File: config.mk
export PLATFORM = sky130hd
export DESIGN_NAME = rx_udp_parser
export DESIGN_NICKNAME = d
export VERILOG_FILES = /design/src/rtl/rx_udp_parser.sv
export SDC_FILE = /design/constraint.sdc
export NUM_CORES = 1
export LEC_CHECK = 0
export BUFFER_PORTS_ARGS = -buffer_cell sky130_fd_sc_hd__buf_4
export CAP_MARGIN = 25
export CORE_MARGIN = 8
export CORE_UTILIZATION = 55
export DETAILED_ROUTE_END_ITERATION = 8
export PLACE_DENSITY = 0.75
export RECOVER_POWER = 50
export SLEW_MARGIN = 20
export SYNTH_ARGS = -nofsm -noshare
export SYNTH_HDL_FRONTEND = slang
export SYNTH_SLANG_ARGS = --single-unit
File: constraint.sdc
create_clock -name clk_rx -period 4.1 [get_ports clk_rx]
set_clock_uncertainty 0.1 [all_clocks]
set_input_delay 0 -clock clk_rx [delete_from_list [all_inputs] [get_ports clk_rx]]
set_output_delay 0 -clock clk_rx [all_outputs]
set_load 0.02 [all_outputs]
File: src/rtl/rx_udp_parser.sv
// rx_udp_parser: reassembles MAC receive nibbles into bytes, filters IPv4/UDP
// frames addressed to this node and streams the UDP payload with frame markers.
//
// state   | meaning
// --------+------------------------------------------------------------
// IDLE    | line idle, waiting for the first nibble of a frame
// HDR     | checking/capturing Ethernet, IPv4 and UDP header bytes 0-41
// PAYLOAD | emitting payload bytes until remain reaches 0, then padding
// DROP    | frame rejected, discarding until the line goes idle
module rx_udp_parser #(
  parameter logic [47:0] MAC_ADDR = 48'h02_00_00_00_00_01,
  parameter logic [31:0] IP_ADDR  = 32'hC0A8_0002,
  parameter logic [15:0] UDP_PORT = 16'd7777
) (
  input  logic        clk_rx,
  input  logic        rst_n,
  input  logic        rx_vld,
  input  logic        rx_eof,
  input  logic [3:0]  rx_dat,
  output logic        pay_vld,
  output logic [7:0]  pay_dat,
  output logic        pay_sof,
  output logic        pay_eof,
  output logic        pay_err,
  output logic [47:0] src_mac,
  output logic [31:0] src_ip,
  output logic [15:0] src_port
);

  typedef enum logic [1:0] {S_IDLE, S_HDR, S_PAYLOAD, S_DROP} state_t;

  state_t      state_q, state_d;
  logic        phase_q, phase_d;
  logic [3:0]  low_q, low_d;
  logic [10:0] byte_cnt_q, byte_cnt_d;
  logic [1:0]  match_q, match_d;      // {still broadcast, still unicast}
  logic [47:0] sh_mac_q, sh_mac_d;
  logic [31:0] sh_ip_q, sh_ip_d;
  logic [15:0] sh_port_q, sh_port_d;
  logic [15:0] len_q, len_d;
  logic [15:0] remain_q, remain_d;
  logic        first_q, first_d;
  logic        pay_vld_q, pay_vld_d;
  logic [7:0]  pay_dat_q, pay_dat_d;
  logic        pay_sof_q, pay_sof_d;
  logic        pay_eof_q, pay_eof_d;
  logic        pay_err_q, pay_err_d;
  logic [47:0] src_mac_q, src_mac_d;
  logic [31:0] src_ip_q, src_ip_d;
  logic [15:0] src_port_q, src_port_d;

  logic [7:0]  cur_byte;
  logic [7:0]  mac_exp;
  logic [7:0]  hdr_exp;
  logic        hdr_chk;

  assign cur_byte = {rx_dat, low_q};

  // Expected local MAC byte for header bytes 0-5
  always_comb begin
    mac_exp = 8'h00;
    case (byte_cnt_q[2:0])
      3'd0:    mac_exp = MAC_ADDR[47:40];
      3'd1:    mac_exp = MAC_ADDR[39:32];
      3'd2:    mac_exp = MAC_ADDR[31:24];
      3'd3:    mac_exp = MAC_ADDR[23:16];
      3'd4:    mac_exp = MAC_ADDR[15:8];
      3'd5:    mac_exp = MAC_ADDR[7:0];
      default: mac_exp = 8'h00;
    endcase
  end

  // Fixed-value header bytes: ethertype, version/IHL, protocol, dst IP, dst port
  always_comb begin
    hdr_chk = 1'b1;
    hdr_exp = 8'h00;
    case (byte_cnt_q)
      11'd12:  hdr_exp = 8'h08;
      11'd13:  hdr_exp = 8'h00;
      11'd14:  hdr_exp = 8'h45;
      11'd23:  hdr_exp = 8'h11;
      11'd30:  hdr_exp = IP_ADDR[31:24];
      11'd31:  hdr_exp = IP_ADDR[23:16];
      11'd32:  hdr_exp = IP_ADDR[15:8];
      11'd33:  hdr_exp = IP_ADDR[7:0];
      11'd36:  hdr_exp = UDP_PORT[15:8];
      11'd37:  hdr_exp = UDP_PORT[7:0];
      default: hdr_chk = 1'b0;
    endcase
  end

  // Next-state logic: nibble assembly, header filter and payload emission
  always_comb begin
    state_d    = state_q;
    phase_d    = phase_q;
    low_d      = low_q;
    byte_cnt_d = byte_cnt_q;
    match_d    = match_q;
    sh_mac_d   = sh_mac_q;
    sh_ip_d    = sh_ip_q;
    sh_port_d  = sh_port_q;
    len_d      = len_q;
    remain_d   = remain_q;
    first_d    = first_q;
    pay_vld_d  = 1'b0;
    pay_dat_d  = pay_dat_q;
    pay_sof_d  = 1'b0;
    pay_eof_d  = 1'b0;
    pay_err_d  = 1'b0;
    src_mac_d  = src_mac_q;
    src_ip_d   = src_ip_q;
    src_port_d = src_port_q;

    if (state_q == S_IDLE) begin
      // the starting nibble is the low half of destination MAC byte 0
      if (rx_vld && !rx_eof) begin
        state_d    = S_HDR;
        phase_d    = 1'b1;
        low_d      = rx_dat;
        byte_cnt_d = 11'd0;
        match_d    = 2'b11;
        first_d    = 1'b1;
      end
    end else if (rx_eof) begin
      state_d = S_IDLE;
      phase_d = 1'b0;
      if (state_q == S_PAYLOAD) begin
        pay_eof_d = 1'b1;
        pay_err_d = (remain_q != 16'd0);
      end
    end else if (rx_vld) begin
      phase_d = ~phase_q;
      if (!phase_q) begin
        low_d = rx_dat;
      end else begin
        if (byte_cnt_q != 11'h7FF) byte_cnt_d = byte_cnt_q + 11'd1;
        case (state_q)
          S_HDR: begin
            if (byte_cnt_q < 11'd6) begin
              match_d = {match_q[1] & (cur_byte == 8'hFF),
                         match_q[0] & (cur_byte == mac_exp)};
              if (match_d == 2'b00) state_d = S_DROP;
            end
            if (byte_cnt_q >= 11'd6 && byte_cnt_q <= 11'd11)
              sh_mac_d = {sh_mac_q[39:0], cur_byte};
            if (byte_cnt_q >= 11'd26 && byte_cnt_q <= 11'd29)
              sh_ip_d = {sh_ip_q[23:0], cur_byte};
            if (byte_cnt_q >= 11'd34 && byte_cnt_q <= 11'd35)
              sh_port_d = {sh_port_q[7:0], cur_byte};
            if (byte_cnt_q >= 11'd38 && byte_cnt_q <= 11'd39)
              len_d = {len_q[7:0], cur_byte};
            if (hdr_chk && (cur_byte != hdr_exp)) state_d = S_DROP;
            if (byte_cnt_q == 11'd41) begin
              if (len_q < 16'd8) begin
                state_d = S_DROP;
              end else begin
                state_d    = S_PAYLOAD;
                remain_d   = len_q - 16'd8;
                src_mac_d  = sh_mac_q;
                src_ip_d   = sh_ip_q;
                src_port_d = sh_port_q;
              end
            end
          end
          S_PAYLOAD: begin
            // bytes past the UDP length are Ethernet padding
            if (remain_q != 16'd0) begin
              pay_vld_d = 1'b1;
              pay_dat_d = cur_byte;
              pay_sof_d = first_q;
              first_d   = 1'b0;
              remain_d  = remain_q - 16'd1;
            end
          end
          default: ;
        endcase
      end
    end
  end

  // State and registered outputs; reset aborts any frame in progress
  always_ff @(posedge clk_rx or negedge rst_n) begin
    if (!rst_n) begin
      state_q    <= S_IDLE;
      phase_q    <= 1'b0;
      low_q      <= 4'h0;
      byte_cnt_q <= 11'd0;
      match_q    <= 2'b00;
      sh_mac_q   <= 48'h0;
      sh_ip_q    <= 32'h0;
      sh_port_q  <= 16'h0;
      len_q      <= 16'h0;
      remain_q   <= 16'h0;
      first_q    <= 1'b0;
      pay_vld_q  <= 1'b0;
      pay_dat_q  <= 8'h00;
      pay_sof_q  <= 1'b0;
      pay_eof_q  <= 1'b0;
      pay_err_q  <= 1'b0;
      src_mac_q  <= 48'h0;
      src_ip_q   <= 32'h0;
      src_port_q <= 16'h0;
    end else begin
      state_q    <= state_d;
      phase_q    <= phase_d;
      low_q      <= low_d;
      byte_cnt_q <= byte_cnt_d;
      match_q    <= match_d;
      sh_mac_q   <= sh_mac_d;
      sh_ip_q    <= sh_ip_d;
      sh_port_q  <= sh_port_d;
      len_q      <= len_d;
      remain_q   <= remain_d;
      first_q    <= first_d;
      pay_vld_q  <= pay_vld_d;
      pay_dat_q  <= pay_dat_d;
      pay_sof_q  <= pay_sof_d;
      pay_eof_q  <= pay_eof_d;
      pay_err_q  <= pay_err_d;
      src_mac_q  <= src_mac_d;
      src_ip_q   <= src_ip_d;
      src_port_q <= src_port_d;
    end
  end

  assign pay_vld  = pay_vld_q;
  assign pay_dat  = pay_dat_q;
  assign pay_sof  = pay_sof_q;
  assign pay_eof  = pay_eof_q;
  assign pay_err  = pay_err_q;
  assign src_mac  = src_mac_q;
  assign src_ip   = src_ip_q;
  assign src_port = src_port_q;

endmodule

## Word level (Yosys, flattened, before mapping)

Index checks and enable logic that the tools add are counted.

- Bits in registers: 257
- Input port bits: 8
- Output and inout port bits: 108

- Add/subtract/negate cells: 3
- Magnitude comparators: 10
- Equal/unequal tests: 24
- Multiplexer cells: 64
- Bitwise operators: 6
- Reductions and logical operators: 38

Operators with widths:

| kind | number |
|---|---|
| 11-bit two-way mux | 6 |
| 8-bit one-hot mux with 8 select lines | 1 |
| 11-bit by 6-bit equality test with 1-bit output (second input constant) | 5 |
| 16-bit two-way mux | 3 |
| 6-bit AND reduction | 8 |
| 2-bit two-way mux | 17 |
| 11-bit by 4-bit equality test with 1-bit output (second input constant) | 3 |
| 11-bit by 5-bit equality test with 1-bit output (second input constant) | 3 |
| 16-bit one-hot mux with 2 select lines | 1 |
| 1-bit two-way mux | 30 |
| 11-bit by 6-bit greater-or-equal comparator with 1-bit output (second input constant) | 2 |
| 11-bit by 6-bit less-or-equal comparator with 1-bit output (second input constant) | 2 |
| 4-bit two-way mux | 5 |
| 16-bit by 4-bit less-than comparator with 1-bit output (second input constant) | 1 |
| 16-bit nonzero test | 1 |
| 2-bit nonzero test | 8 |
| 16-bit by 1-bit subtractor with 16-bit output (second input constant) | 1 |
| 16-bit by 4-bit subtractor with 16-bit output (second input constant) | 1 |
| 11-bit by 1-bit adder with 11-bit output (second input constant) | 1 |
| 11-bit by 3-bit greater-or-equal comparator with 1-bit output (second input constant) | 1 |
| 11-bit by 5-bit greater-or-equal comparator with 1-bit output (second input constant) | 1 |
| 11-bit by 4-bit less-or-equal comparator with 1-bit output (second input constant) | 1 |
| 11-bit by 5-bit less-or-equal comparator with 1-bit output (second input constant) | 1 |
| 11-bit by 3-bit less-than comparator with 1-bit output (second input constant) | 1 |
| 24 further kinds | 41 |

## Longest topological paths before layout

- Depth after elaboration: 14
- Depth in mapped cells: 12

## Worst setup path before layout

No wires, ideal clock.

- Path kind: register to register
- Start point: register remain_q[0]
- End point: register remain_q[3]
- Setup time: 0.122 ns
- Data arrival time: 2.441 ns
- Required time: 3.878 ns
- Setup slack: 1.438 ns
- Cell stages (with the launch flop): 12
- Path buffers: 2
- Cell sequence: dfrtp_1 -> inv_1 -> ha_1 -> nor3b_1 -> nand3b_1 -> nor4_2 -> or3_1 -> buf_6 -> inv_2 -> or2_4 -> buf_6 -> a32o_1

- Longest elaborated chain between the ends: 3
- Elaborated cells on any way between the ends: 6
- Classes of those cells: add/sub (1); eq/ne (1); mux (2); reduce/logical (2)

Ends and longest elaborated chain:

| element | RTL line | RTL |
|---|---|---|
| start, declared | 41 | `logic [15:0] remain_q, remain_d;` |
| start signal, assigned | 213 | `remain_q <= remain_d;` |
| 16-bit by 1-bit subtractor with 16-bit output / 16-bit nonzero test (equally long branches) | 172, 167 |  |
| 16-bit two-way mux / 2-bit by 1-bit inequality test with 1-bit output (equally long branches) | -- |  |
| 16-bit one-hot mux with 2 select lines / 8-bit AND reduction (equally long branches) | -- |  |

Parallel ways exist; a longest one is shown, timed or not. The select of a mux whose other input is x is not followed.
A chain may end at the register's enable or synchronous reset.

## Worst setup path after layout

- Start point: register byte_cnt_q[2]
- End point: register state_q[1]

- Longest elaborated chain between the ends: 11
- Elaborated cells on any way between the ends: 33
- Classes of those cells: order compare (1); eq/ne (14); mux (10); bitwise (1); reduce/logical (7)

Ends and longest elaborated chain:

| element | RTL line | RTL |
|---|---|---|
| start, declared | 35 | `logic [10:0] byte_cnt_q, byte_cnt_d;` |
| start signal, assigned | 207 | `byte_cnt_q <= byte_cnt_d;` |
| 11-bit by 6-bit equality test with 1-bit output (tied with other cells) | 77 | `case (byte_cnt_q)` |
| 8-bit one-hot mux with 8 select lines / 10-bit OR reduction (equally long branches) | -- |  |
| 8-bit inequality test / 1-bit two-way mux (equally long branches) | 152, 77 |  |
| 1-bit logical AND | 152 | `if (hdr_chk && (cur_byte != hdr_exp)) state_d = S_DROP;` |
| 2-bit two-way mux | 152 |  |
| 2-bit two-way mux | 153 | `if (byte_cnt_q == 11'd41) begin` |
| 2-bit two-way mux | 137 | `case (state_q)` |
| 2-bit two-way mux | 133 | `if (!phase_q) begin` |
| 2-bit two-way mux | 131 | `end else if (rx_vld) begin` |
| 2-bit two-way mux | 124 | `end else if (rx_eof) begin` |
| 2-bit two-way mux | 114 | `if (state_q == S_IDLE) begin` |
| end signal, assigned | 204 | `state_q <= state_d;` |
| end, declared | 32 | `state_t state_q, state_d;` |

Parallel ways exist; a longest one is shown, timed or not. The select of a mux whose other input is x is not followed.

==> run summary <==
In this run the tightest slew margin relative to its limit is -65.3%. STA classifies the critical path endpoint as a register. TritonCTS built the clock tree. The floorplan step defined a die boundary enclosing 25000 um2. The floorplan step set the die width to 158 um. The worst register-to-register path has a depth of 6. For the number of warnings reported in the yosys synthesis log, the log shows 0. The final period utilization was 84.7%. The maximum clock frequency is 0.288 GHz, and the area growth from synthesis to layout is 13.9%. The number of search-and-repair iterations in the first detailed-routing pass was 7; the number of synthesized register bits was 257.

Worst hold-check path type: in -> reg. The post-route netlist has 28.5% of its cells at a drive strength greater than 1. The port buffer count works out to 115.

For the internal cell power, the log shows 4240 uW. The largest total area in the synthesized netlist belongs to dfrtp_1. The leakage power figure is 0.00607 uW, and the antenna cell count is 0. The run gives 0 as the buffers inserted during post-CTS setup optimization.

The count of nets left with antenna violations once routing finished came out at 0. The number of pins with negative max-slew slack in the final report was 104; the count of final hold-check violations was 0. Along the worst hold path, the cell count comes to 3. After detailed routing, the number of remaining DRC violations is 0.

Global routing used 19.4% of the available tracks across all layers. Largest fanout of any net on the critical path: 15. The startpoint of the lowest-slack hold path was rx_eof.

The tree built by TritonCTS fans out to 257 sinks. Clock latency on the worst-skew pair, taken at its later pin, is 0.53 ns. For the worst setup path, the data required time is 4.41 ns. The height of the chip came out at 158 um.

The longest clock path from root to sink contains 3 buffers. At the end of routability-driven placement, the weighted congestion stood at 0.878. The checks that failed: max-capacitance violations, max-slew violations. By area the synthesized netlist is led by dfrtp_1 (58%), mux2_2 (20%), nand2_1 (2.2%), o21ai_0 (1.3%), nor2_1 (1.3%). In the layout the commonest cells are dfrtp_1 (257), mux2_2 (202), clkbuf_1 (114). The switching power summed over all nets is 1520 uW. Counting distinct cell types in the post-synthesis netlist gives 66.

The fraction of power spent switching nets came out at 26.4%. The final route contains 7112 vias. The I/O pin count came out at 116.

Worst flop-to-flop path startpoint: byte_cnt_q[2]. The part of the power in combinational logic came out at 9.5%. Summed over all failing endpoints, the final setup total negative slack is 0 ns. The endpoint identified for the worst register-to-register timing path is state_q[1]. The routed design has 23900 um of wire.

The library cell used most frequently in the layout, excluding fill and tap cells, is dfrtp_1. The total of max-cap violations is 1. The count of placed standard cells in the final layout, fillers left out is 1262.

The run gives 409 as the number of design-rule violations left by the first detailed-router iteration. Async set or reset register ratio after synthesis: 100%. The number of gates given a new drive strength after cts is 0, and the final cell area excluding filler cells is 12700 um2. The post-synthesis net count is 877, and the time the final worst path needs with I/O delays and setup is 3.47 ns. For the worst setup path, the data arrival time is 3.78 ns. The tools report the maximum number of pins on one net before global-route repair as 104. Setup violations remaining at the end of the flow were counted as 0. The number of placed instances, taps included, is 1207.

The number of clock buffers inserted by TritonCTS was 26. The worst hold slack came out at 0.138 ns. For this run the aggregate overflow at the end of global routing stands at 0.

Element type at the critical path start: a register. Using the TritonRoute via totals, the vias-per-cell ratio works out to 5.64. Yosys mapped a number of flops with a built-in enable equal to 0. The netlist area before placement was 11100 um2. The worst-case IR drop observed on VDD is 296 uV.

The clock transition at the registers of the reported paths works out to 0.06 ns. The clock network accounts for 39.9% of the total power. The average cell area after synthesis was 12.9 um2; the worst-case register-to-register setup slack was 0.63 ns. The average routed wire per standard cell was 18.9 um; the fraction of synthesized cell area taken by the top area cell type was 57.8%. The flow ran to the end, but the final reports show violations.

The logs give 1 for the depth of the CTS H-tree and 863 for the number of instances in the synthesized netlist. For this run, the leading register cell type out of synthesis is dfrtp_1. In this run the clock root is driven by a clkbuf_16. The sequential share of power was 50.6%.

The initial antenna violation count came out at 0. The floorplan row count was 52; the area of the core was 20000 um2. For hold timing, the worst endpoint is phase_q. The via count of the first global-routing pass came out at 7322. Setup repair after global routing left no endpoint under its margin. The layout has 1624 filler cells. The placed cell area was 12200 um2; the starting density of the core was 55.5%.

The critical path class is reg -> reg. For this run, the post-layout net count is 987. The power per cell area is 454 nW/um2.

For the pin with the worst max-slew slack, the measured transition is 2.48 ns. First-pass GRT wire length: 39200 um. After synthesis, flip-flops and latches occupy 57.8% of the total area. The placed wire-length estimate after detailed placement came out at 15800 um.
[final cells by class]
class,instances,area [um2],share of cell area [%]
inverters,17,63.8,0.504
flip-flops and latches,257,6430,50.8
clock inverters,9,83.8,0.662
multi-input cells,537,4370,34.5
well taps,270,338,2.67
clock buffers,38,756,5.96
repair buffers,134,628,4.96
[cell families (layout without fill, tap and decap cells)]
group	Yosys count	count (layout)	share of synthesized area, %
flops	257	257	57.8
mux	213	213	21.6
simple gates	195	195	9.28
compound gates	100	100	5.71
buf+inv	69	198	3.07
xor+xnor	23	23	1.81
fa+ha+maj	6	6	0.675
[layer usage]
metal  track usage, %  vias up  part of all wire [%]
met3             2.81       39                   5.0
met4             5.57        0                   1.9
li1                 -     3308                     -
met5                0        -                     0
met1             26.3     3589                    44
met2             32.0      176                    49
[cell usage after synthesis (all sizes together), types with 3 or more instances]
cell and n:
nor4b 3, xnor2 11, a31oi 3, o22ai 9
o31ai 4, xor2 12, a311oi 3, nand4 10
or4 6, a2bb2oi 3, a21oi 24, or3 11
nand3b 5, clkbuf 23, nor2 39, nor2b 4
nor3 17, nand3 14, mux2i 3, a32oi 3
o21ai 30, nor4 10, mux2 210, inv 17
ha 6, dfrtp 257, nand2 64, buf 29
[registers in the layout, indices dropped and copies added, names as in the netlist, 8 cells and up]
signal      count
byte_cnt_q     11
src_port       16
pay_dat         8
src_mac        48
src_ip         32
sh_ip_q        32
sh_port_q      16
len_q          16
remain_q       16
sh_mac_q       48
[worst max-delay path by stage]
stage	from	to	slack, ns	depth (start not counted)
6_report	byte_cnt_q[2]	state_q[1]	0.63	6
5_1_grt	rst_n	sh_mac_q[9]	0.22	3
4_1_cts	byte_cnt_q[2]	state_q[1]	0.62	6
3_5_place_dp	remain_q[0]	remain_q[3]	0.94	9
3_3_place_gp	remain_q[0]	remain_q[3]	1.12	9
2_1_floorplan	remain_q[0]	remain_q[3]	1.44	11
[power groups by stage]
stage	registers [uW]	clock network, uW	logic [uW]
after floorplan	2880	0	373
after global placement	2950	0	565
after detailed placement	2950	0	576
after CTS	2910	2350	585
after global routing	2930	2460	620
final	2910	2300	548
[per-stage QoR]
stage                     power [uW]  setup slack, ns  util (%)
after floorplan                 3250             1.44         -
after global placement          3510             1.12      60.8
after detailed placement        3530            0.937      60.8
after CTS                       5840            0.621      65.4
after global routing            6010            0.221      63.2
final                           5760            0.629      63.2
[critical path, cell delays in order, from the launching register on]
cell and delay, ns:
dfrtp_1 0.66, or4b_2 0.70, nor4_1 0.48, a32oi_1 0.20
o41ai_1 0.48, o21ai_0 0.15, dlygate4sd3_1 0.58
[timing repair]
item | in CTS | in global routing
endpoints found under the setup margin | 0 | 0
endpoints found under the hold margin | 143 | 0
hold buffers | 8 | 0
Note: power is estimated with default switching activity, not from simulation.
